[src/rtl/sqrt_bus_master_if.sv]
// -----------------------------------------------------------------------------
// sqrt_bus_master_if
//   Groups the signals of the sqrt bus master:
//     - local control handshake: start/operand in, busy/valid/result/err out
//     - peripheral bus: cs/addr/rd/wr/d_out out, d_in back from the peripheral
//   Modports:
//     master : the sqrt_bus_master side (drives control status and the bus)
//     slave  : the environment side (control logic plus peripheral)
// -----------------------------------------------------------------------------
interface sqrt_bus_master_if;

    // control handshake
    logic        start;
    logic [15:0] operand;
    logic        busy;
    logic        valid;
    logic [15:0] result;
    logic        err;

    // peripheral bus
    logic        cs;
    logic [4:0]  addr;
    logic        rd;
    logic        wr;
    logic [15:0] d_out;
    logic [31:0] d_in;

    modport master (
        input  start, operand, d_in,
        output busy, valid, result, err,
        output cs, addr, rd, wr, d_out
    );

    modport slave (
        output start, operand, d_in,
        input  busy, valid, result, err,
        input  cs, addr, rd, wr, d_out
    );

endinterface

[src/rtl/sqrt_bus_master.sv]
// -----------------------------------------------------------------------------
// sqrt_bus_master
//   Runs one square-root job on the memory-mapped sqrt peripheral:
//   write the operand, pulse init (1 then 0), wait MIN_WAIT cycles, poll the
//   done register, then read the result. If done is never seen within
//   MAX_POLLS polls the run ends with err=1 and result=0.
//
//   Ports:
//     clk    : system clock, rising edge
//     reset  : synchronous, active-high
//     bus    : sqrt_bus_master_if.master
//              start/operand  -> request (start only sampled in IDLE)
//              busy           <- high while a run is in flight
//              valid          <- one-cycle pulse qualifying result/err
//              result/err     <- held until overwritten by the next run
//              cs/addr/rd/wr/d_out -> peripheral bus, all registered
//              d_in           <- peripheral read data (bit 0 done, [15:0] root)
// -----------------------------------------------------------------------------
module sqrt_bus_master #(
    parameter logic [4:0]  ADDR_A    = 5'h04,
    parameter logic [4:0]  ADDR_INIT = 5'h08,
    parameter logic [4:0]  ADDR_RES  = 5'h0C,
    parameter logic [4:0]  ADDR_DONE = 5'h10,
    parameter int unsigned MIN_WAIT  = 4,     // 1..255
    parameter int unsigned MAX_POLLS = 1024   // 1..65535
) (
    input  logic               clk,
    input  logic               reset,
    sqrt_bus_master_if.master  bus
);

    localparam logic [7:0]  MIN_WAIT_C  = 8'(MIN_WAIT);
    localparam logic [15:0] MAX_POLLS_C = 16'(MAX_POLLS);

    typedef enum logic [3:0] {
        S_IDLE,
        S_WR_A,
        S_WR_INIT_SET,
        S_WR_INIT_CLR,
        S_WAIT,
        S_RD_DONE_REQ,
        S_RD_DONE_SMP,
        S_RD_RES_REQ,
        S_RD_RES_SMP,
        S_FINISH
    } state_t;

    state_t      state_q;
    logic [7:0]  wait_cnt_q, wait_cnt_d;
    logic [15:0] poll_cnt_q, poll_cnt_d;

    logic        busy_q;
    logic        valid_q;
    logic [15:0] result_q;
    logic        err_q;
    logic        cs_q;
    logic [4:0]  addr_q;
    logic        rd_q;
    logic        wr_q;
    logic [15:0] d_out_q;

    // Only the low half of the read data carries information.
    logic        unused_d_in_hi;
    assign unused_d_in_hi = ^bus.d_in[31:16];

    always_comb begin
        wait_cnt_d = wait_cnt_q - 8'd1;
        poll_cnt_d = poll_cnt_q + 16'd1;
    end

    // Outputs are registered, so every transition loads the bus values of
    // the state being entered; anything not loaded falls back to bus idle.
    always_ff @(posedge clk) begin
        if (reset) begin
            state_q    <= S_IDLE;
            wait_cnt_q <= '0;
            poll_cnt_q <= '0;
            busy_q     <= 1'b0;
            valid_q    <= 1'b0;
            result_q   <= '0;
            err_q      <= 1'b0;
            cs_q       <= 1'b0;
            addr_q     <= '0;
            rd_q       <= 1'b0;
            wr_q       <= 1'b0;
            d_out_q    <= '0;
        end else begin
            cs_q    <= 1'b0;
            addr_q  <= '0;
            rd_q    <= 1'b0;
            wr_q    <= 1'b0;
            d_out_q <= '0;
            valid_q <= 1'b0;

            case (state_q)
                S_IDLE: begin
                    if (bus.start) begin
                        // operand is only needed for the first write, so
                        // d_out itself is the capture register
                        state_q <= S_WR_A;
                        busy_q  <= 1'b1;
                        cs_q    <= 1'b1;
                        wr_q    <= 1'b1;
                        addr_q  <= ADDR_A;
                        d_out_q <= bus.operand;
                    end
                end

                S_WR_A: begin
                    state_q <= S_WR_INIT_SET;
                    cs_q    <= 1'b1;
                    wr_q    <= 1'b1;
                    addr_q  <= ADDR_INIT;
                    d_out_q <= 16'h0001;
                end

                S_WR_INIT_SET: begin
                    state_q <= S_WR_INIT_CLR;
                    cs_q    <= 1'b1;
                    wr_q    <= 1'b1;
                    addr_q  <= ADDR_INIT;
                    d_out_q <= 16'h0000;
                end

                S_WR_INIT_CLR: begin
                    state_q    <= S_WAIT;
                    poll_cnt_q <= '0;
                    wait_cnt_q <= MIN_WAIT_C;
                end

                S_WAIT: begin
                    wait_cnt_q <= wait_cnt_d;
                    // <= guards against a zero load if MIN_WAIT is misset
                    if (wait_cnt_q <= 8'd1) begin
                        state_q <= S_RD_DONE_REQ;
                        cs_q    <= 1'b1;
                        rd_q    <= 1'b1;
                        addr_q  <= ADDR_DONE;
                    end
                end

                // Peripheral drives read data on the falling edge of the
                // request cycle; the sample cycle keeps the strobe up so the
                // data is stable at the edge that captures it.
                S_RD_DONE_REQ: begin
                    state_q <= S_RD_DONE_SMP;
                    cs_q    <= 1'b1;
                    rd_q    <= 1'b1;
                    addr_q  <= ADDR_DONE;
                end

                S_RD_DONE_SMP: begin
                    if (bus.d_in[0]) begin
                        state_q <= S_RD_RES_REQ;
                        cs_q    <= 1'b1;
                        rd_q    <= 1'b1;
                        addr_q  <= ADDR_RES;
                    end else begin
                        poll_cnt_q <= poll_cnt_d;
                        if (poll_cnt_d == MAX_POLLS_C) begin
                            state_q  <= S_FINISH;
                            err_q    <= 1'b1;
                            result_q <= '0;
                            busy_q   <= 1'b0;
                            valid_q  <= 1'b1;
                        end else begin
                            state_q <= S_RD_DONE_REQ;
                            cs_q    <= 1'b1;
                            rd_q    <= 1'b1;
                            addr_q  <= ADDR_DONE;
                        end
                    end
                end

                S_RD_RES_REQ: begin
                    state_q <= S_RD_RES_SMP;
                    cs_q    <= 1'b1;
                    rd_q    <= 1'b1;
                    addr_q  <= ADDR_RES;
                end

                S_RD_RES_SMP: begin
                    state_q  <= S_FINISH;
                    result_q <= bus.d_in[15:0];
                    err_q    <= 1'b0;
                    busy_q   <= 1'b0;
                    valid_q  <= 1'b1;
                end

                // valid is high during this cycle; start here is ignored
                S_FINISH: begin
                    state_q <= S_IDLE;
                end

                default: begin
                    state_q <= S_IDLE;
                    busy_q  <= 1'b0;
                end
            endcase
        end
    end

    assign bus.busy   = busy_q;
    assign bus.valid  = valid_q;
    assign bus.result = result_q;
    assign bus.err    = err_q;
    assign bus.cs     = cs_q;
    assign bus.addr   = addr_q;
    assign bus.rd     = rd_q;
    assign bus.wr     = wr_q;
    assign bus.d_out  = d_out_q;

endmodule

[src/flat_wrapper.sv]
// flat-port wrapper written by rule: the top's interface ports become plain ports
module sqrt_bus_master_flat 
#(
    parameter logic [4:0]  ADDR_A    = 5'h04,
    parameter logic [4:0]  ADDR_INIT = 5'h08,
    parameter logic [4:0]  ADDR_RES  = 5'h0C,
    parameter logic [4:0]  ADDR_DONE = 5'h10,
    parameter int unsigned MIN_WAIT  = 4,              
    parameter int unsigned MAX_POLLS = 1024              
)
  (clk, reset, bus_start, bus_operand, bus_d_in, bus_busy, bus_valid, bus_result, bus_err, bus_cs, bus_addr, bus_rd, bus_wr, bus_d_out);
  sqrt_bus_master_if bus_i ();
  input  logic clk;
  input  logic reset;
  input wire logic [$bits(bus_i.start)-1:0] bus_start;
  input wire logic [$bits(bus_i.operand)-1:0] bus_operand;
  input wire logic [$bits(bus_i.d_in)-1:0] bus_d_in;
  output wire logic [$bits(bus_i.busy)-1:0] bus_busy;
  output wire logic [$bits(bus_i.valid)-1:0] bus_valid;
  output wire logic [$bits(bus_i.result)-1:0] bus_result;
  output wire logic [$bits(bus_i.err)-1:0] bus_err;
  output wire logic [$bits(bus_i.cs)-1:0] bus_cs;
  output wire logic [$bits(bus_i.addr)-1:0] bus_addr;
  output wire logic [$bits(bus_i.rd)-1:0] bus_rd;
  output wire logic [$bits(bus_i.wr)-1:0] bus_wr;
  output wire logic [$bits(bus_i.d_out)-1:0] bus_d_out;
  assign bus_i.start = bus_start;
  assign bus_i.operand = bus_operand;
  assign bus_i.d_in = bus_d_in;
  assign bus_busy = bus_i.busy;
  assign bus_valid = bus_i.valid;
  assign bus_result = bus_i.result;
  assign bus_err = bus_i.err;
  assign bus_cs = bus_i.cs;
  assign bus_addr = bus_i.addr;
  assign bus_rd = bus_i.rd;
  assign bus_wr = bus_i.wr;
  assign bus_d_out = bus_i.d_out;
  sqrt_bus_master #(.ADDR_A(ADDR_A), .ADDR_INIT(ADDR_INIT), .ADDR_RES(ADDR_RES), .ADDR_DONE(ADDR_DONE), .MIN_WAIT(MIN_WAIT), .MAX_POLLS(MAX_POLLS)) u_core (.clk(clk), .reset(reset), .bus(bus_i));
endmodule
[config.mk]
export PLATFORM = sky130hd
export DESIGN_NAME = sqrt_bus_master_flat
export DESIGN_NICKNAME = d
export VERILOG_FILES = /design/src/rtl/sqrt_bus_master_if.sv /design/src/rtl/sqrt_bus_master.sv /design/src/flat_wrapper.sv
export SDC_FILE = /design/constraint.sdc
export NUM_CORES = 1
export LEC_CHECK = 0
export BUFFER_PORTS_ARGS = -buffer_cell sky130_fd_sc_hd__buf_4
export CORE_AREA = 2 2 92 94
export DETAILED_ROUTE_END_ITERATION = 7
export DIE_AREA = 0 0 94 96
export SYNTH_ARGS = -nofsm -noshare
export SYNTH_HDL_FRONTEND = slang
export SYNTH_SLANG_ARGS = --single-unit
[constraint.sdc]
create_clock -name clk -period 5.25 [get_ports clk]
set_clock_uncertainty 0.05 [all_clocks]
set_input_delay 1.05 -clock clk [delete_from_list [all_inputs] [get_ports clk]]
set_output_delay 1.05 -clock clk [all_outputs]
set_load 0.05 [all_outputs]
# Yosys cells after proc, flatten, opt, wreduce, memory -nomap -nowiden
# Cells that the tools add are included.
op_classes:
  n_addsub: 2
  mul: 0
  n_div: 0
  magnitude_cmp: 1
  n_eq_ne: 14
  shift: 0
  n_mux: 35
  bitwise: 1
  reduce_logical: 12
ops:
  columns: ["cell", "count"]
  rows:
  - ["case mux 16 bit (2 select lines)", 3]
  - ["2-to-1 mux 16 bit", 4]
  - ["case mux 4 bit (9 select lines)", 1]
  - ["case mux 5 bit (6 select lines)", 1]
  - ["adder 16 x 1 -> 16 bit, second input constant", 1]
  - ["equality test 16 x 11 -> 1 bit, second input constant", 1]
  - ["equality test 4 x 3 -> 1 bit, second input constant", 4]
  - ["2-to-1 mux 4 bit", 4]
  - ["case mux 8 bit (2 select lines)", 1]
  - ["2-to-1 mux 5 bit", 3]
  - ["2-to-1 mux 1 bit", 11]
  - ["equality test 4 x 2 -> 1 bit, second input constant", 2]
  - ["equality test 4 bit, second input constant", 2]
  - ["less-or-equal comparator 8 x 1 -> 1 bit, second input constant", 1]
  - ["subtractor 8 x 1 -> 8 bit, second input constant", 1]
  - ["OR reduction 7 bit", 1]
  - ["case mux 1 bit (2 select lines)", 3]
  - ["case mux 1 bit (3 select lines)", 2]
  - ["nonzero test 2 bit", 3]
  - ["equality test 4 x 1 -> 1 bit, second input constant", 1]
  - ["logical NOT 4 bit", 1]
  - ["inequality test 2 x 1 -> 1 bit, second input constant", 2]
  - ["inequality test 2 bit, second input constant", 2]
  - ["case mux 1 bit (4 select lines)", 1]
  - ["other kinds (7)", 9]
totals:
  regBits: 71
  latch_bits: 0
  ramBits: 0
  mem_bits_ro: 0
  in_bits: 51
  output_inout_bits: 43
  n_memories: 0

# Depth between registers and ports, before layout
depth:
  ltp_word: 5
  ltp_mapped: 9
  mapped_depth_nobuf: 8

# Worst setup path after synthesis
# Ideal clock, no wire load.
synth_path:
  kind: "input to register"
  from: "input reset"
  to: "register u_core.d_out_q[10], in the netlist u_core.bus.d_out[10]"
  setup_ns: 0.059
  t_arrival_ns: 2.515
  t_required_ns: 5.141
  slack_ns: 2.626
  path_stages: 5
  path_cell_list: "clkbuf_1 > or4b_2 > nor3_1 > clkbuf_1 > and2_1"
synth_lines:
  columns: ["item", "line_no", "rtl"]
  rows:
  - ["from (decl)", "flat_wrapper.sv:14", "input logic reset;"]
  - ["to (signal assigned)", "sqrt_bus_master.sv:105", "d_out_q <= bus.operand;"]
  - ["to (decl)", "sqrt_bus_master.sv:60", "logic [15:0] d_out_q;"]

# Worst setup path after layout
layout_path:
  from: "register u_core.poll_cnt_q[0]"
  to: "register u_core.result_q[12], in the netlist u_core.bus.result[12]"
layout_via:
  elab_chain_cells: 4
layout_lines:
  columns: ["item", "line_no", "rtl"]
  rows:
  - ["from (decl)", "sqrt_bus_master.sv:50", "logic [15:0] poll_cnt_q, poll_cnt_d;"]
  - ["from (signal assigned)", "sqrt_bus_master.sv:159", "poll_cnt_q <= poll_cnt_d;"]
  - ["adder 16 x 1 -> 16 bit", "sqrt_bus_master.sv:68", "poll_cnt_d = poll_cnt_q + 16'd1;"]
  - ["equality test 16 x 11 -> 1 bit", "sqrt_bus_master.sv:160", "if (poll_cnt_d == MAX_POLLS_C) begin"]
  - ["inequality test 2 x 1 -> 1 bit (no source line)", null, null]
  - ["AND reduction 3 bit (no source line)", null, null]
  - ["to (signal assigned)", "sqrt_bus_master.sv:184", "result_q <= bus.d_in[15:0];"]
  - ["to (decl)", "sqrt_bus_master.sv:54", "logic [15:0] result_q;"]
# No other way between the ends.
# A chain may end at the register's enable or synchronous reset.

==> reports/results.tsv <==
metric	value	unit
Final WS setup	2.40	ns
clock latency on the worst-skew pair	0.34	ns
Post-Route Utilization	0.487	
Max Fclk	351	MHz
hold path start	u_core.bus.result[14]	
Min-Delay Endpoint	u_core.bus.result[14]	
highest routed layer	met4	
Routed met3 length	489	µm
number of setup violations in the final report	0	
Max-slew headroom	0.338	
global-route wire length before repair	11.4	mm
total negative slack	0	ns
Multi-input gate area	1580	µm²
mean routed wirelength per cell	13.9	µm
Place WS	2.24	ns
fin crit share	0.543	
Starting DRT DRC Count	164	
IO buf count	75	
area added between synthesis and finish	24.6	%
Post-DP HPWL	4.79	mm
storage element area	1380	µm²
Hold WC Path Type	register to register	
initial core utilization	0.391	
Worst R2R Path Depth	7	
die area	9020	µm²
DRC	0	
CP Capture Type	register	
die width	94	µm
Crit Reg-Reg Startpoint	u_core.poll_cnt_q[0]	
post-CTS setup buffer count	0	
unrepaired setup endpoints after global routing	no	
Peak supply drop	138	µV
WL met1	3.29	mm
number of synthesized flops with an enable pin	0	
Top FF cell, synth	dfxtp_1	
largest area contributor in the netlist	dfxtp_1	
CTS tree	yes	
GRT Total Usage	0.162	
clk buf depth	2	
Die Ht	96	µm
average cell area after synthesis	9.25	µm²
gpl congestion	0.803	
cts bufs inserted	9	
CORE AREA	8050	µm²
Final min period	2.85	ns
TritonCTS Sinks	69	
Slew @ Worst Pin	0.991	ns
final WL	7.09	mm
Cell Chain, Critical Path	ha_1, and3_1, nand2_4, or3_4, a311oi_4, a211oi_4, a22o_1	
# rows	33	
filler instances	749	
Critical Path RT	5.43	ns
Syn Std Cell Area	3140	µm²
clock-pin slew on the worst setup and hold paths	0.07	ns
Hold Fails Final Rpt	0	
crit-path max FO	15	
synthesis-stage register bit count	69	
CP Class	register to register	
crit path DAT	3.04	ns
worst stage delay on the critical path	0.50	ns
hold_buf cts	0	
status	finished, final reports clean	
worst reg2reg endpoint	u_core.bus.result[12]	
Antenna Cells	0	
H-tree levels	3	
async set-or-reset flop fraction in the synthesized netlist	0	
vias in the first global route	2387	
share of cells above drive strength 1	0.278	
drt first pass iters	4	
hold path cells	1	
YS warnings	0	
Max-cap violations	0	
pwr/cell area	352	nW/µm²
Final Max Tran Viols	0	
R2R Setup Slk	2.40	ns
largest net degree at the start of global routing	36	
Netlist cell types	69	
CP Launch Type	register	
cts repair resizes	0	
Root Buffer	clkbuf_8	
total grt overflow	0	
Slowest cell on crit path	dfxtp_1	
DR WL met2	3.18	mm
final net count	454	
top-area cell type share of the netlist area	0.439	
sequential-to-total area share from yosys stat	0.439	
post-synthesis instance total	340	
detailed-route via count	2691	
Avg Vias per Cell	5.30	
I/O pin total	94	
initial antenna violation count	0	
Synth area leaders	dfxtp_1 (44%), a22o_1 (4.2%), a21oi_1 (3.8%)	
static leakage	1.57	nW
Routed Antenna Nets	0	
-- synthesized netlist by cell type (2+ instances only) --
cell type / instances
nand2_1: 20
xor2_1: 2
o21ai_0: 13
nand4_1: 4
a41oi_1: 4
mux2i_1: 2
ha_1: 4
nor4_1: 6
nor2_1: 32
dfxtp_1: 69
or2_2: 3
and3_1: 3
nor3_1: 8
clkbuf_1: 17
a311oi_1: 8
or4_1: 4
buf_6: 5
a31oi_1: 2
inv_1: 8
a22o_1: 15
a21oi_1: 24
o211ai_1: 3
a211oi_1: 2
a22oi_1: 3
mux2_2: 2
nand3b_1: 2
and2_1: 15
buf_4: 3
nand4b_1: 2
or3_1: 5
nand3_1: 10
buf_2: 3
-- cell families (layout without fill, tap and decap cells) --
kind of cell,count (synthesis),after routing,share of synthesized area
buf+inv,38,100,0.0625
flops,69,69,0.439
mux,4,4,0.0135
xor+xnor,3,3,0.00836
other cells,1,2,0.00119
compound gates,90,90,0.216
fa+ha+maj,4,4,0.0159
simple gates,131,131,0.243
-- sequential cells by signal, indices dropped and copies added, names as in the netlist --
name / flops
u_core.poll_cnt_q: 16
u_core.state_q: 4
u_core.bus.addr: 3
u_core.bus.valid: 1
u_core.bus.result: 16
u_core.bus.wr: 1
u_core.bus.busy: 1
u_core.bus.err: 1
u_core.bus.rd: 1
u_core.wait_cnt_q: 8
u_core.bus.cs: 1
u_core.bus.d_out: 16
-- how the worst max path moves through the flow --
stage	startpoint	to	slack (ns)	cells after the start
2_1_floorplan	reset	u_core.bus.d_out[10]	2.63	5
3_3_place_gp	bus_d_in[0]	u_core.bus.result[11]	2.22	5
3_5_place_dp	bus_d_in[0]	u_core.bus.result[2]	2.24	5
4_1_cts	u_core.poll_cnt_q[0]	u_core.bus.result[12]	2.38	7
5_1_grt	u_core.poll_cnt_q[1]	u_core.bus.result[2]	2.20	7
6_report	u_core.poll_cnt_q[0]	u_core.bus.result[12]	2.40	7
-- critical path: cells and delay by family (launching register included) --
| family | cells | cell delay (ns) |
|---|---|---|
| AOI/OAI and AO/OA | 3 | 0.94 |
| and+or+nand+nor | 3 | 0.88 |
| DFF | 1 | 0.50 |
| adders and majority gates | 1 | 0.35 |
-- metrics by stage --
| stage | std cells | hold WS [ns] | power, mW | area [µm²] |
|---|---|---|---|---|
| 2_1_floorplan | 341 | 0.406 | 0.825 | 3150 |
| 3_3_place_gp | 493 | 0.408 | 0.909 | 3700 |
| 3_5_place_dp | 493 | 0.406 | 0.912 | 3700 |
| 4_1_cts | 508 | 0.432 | 1.40 | 3920 |
| 5_1_grt | 508 | 0.442 | 1.45 | 3920 |
| 6_report | 508 | 0.430 | 1.38 | 3920 |
-- placed cells by master (no fill, tap or decap), types with 5 or more instances in the layout --
cell / Yosys / layout
o21ai_0: 13 / 13
a311oi_1: 8 / 8
or3_1: 5 / 5
a22o_1: 15 / 15
clkbuf_8: 0 / 10
buf_4: 3 / 77
and2_1: 15 / 15
a21oi_1: 24 / 24
inv_1: 8 / 8
nor2_1: 32 / 32
dfxtp_1: 69 / 69
nand3_1: 10 / 10
nor3_1: 8 / 8
nand2_1: 20 / 20
nor4_1: 6 / 5
-- final cells by class --
class / count / share of cell area
repair buffers: 77 / 0.148
clock inverters: 5 / 0.0214
multi-input cells: 234 / 0.402
well taps: 105 / 0.0335
inverters: 8 / 0.00766
clock buffers: 10 / 0.0351
flip-flops and latches: 69 / 0.352
-- layer usage --
layer / up-vias / GRT usage
li1: 1367 / -
met1: 1226 / 0.212
met3: 11 / 0.0368
met4: 0 / 0.0833
met2: 87 / 0.252
met5: - / 0
-- power breakdown --
part / switching [mW] / total, mW / internal (mW)
clock: 0.200 / 0.480 / 0.279
combinational: 0.184 / 0.288 / 0.104
sequential: 0.0484 / 0.612 / 0.563
(Power assumes the default switching activity.)
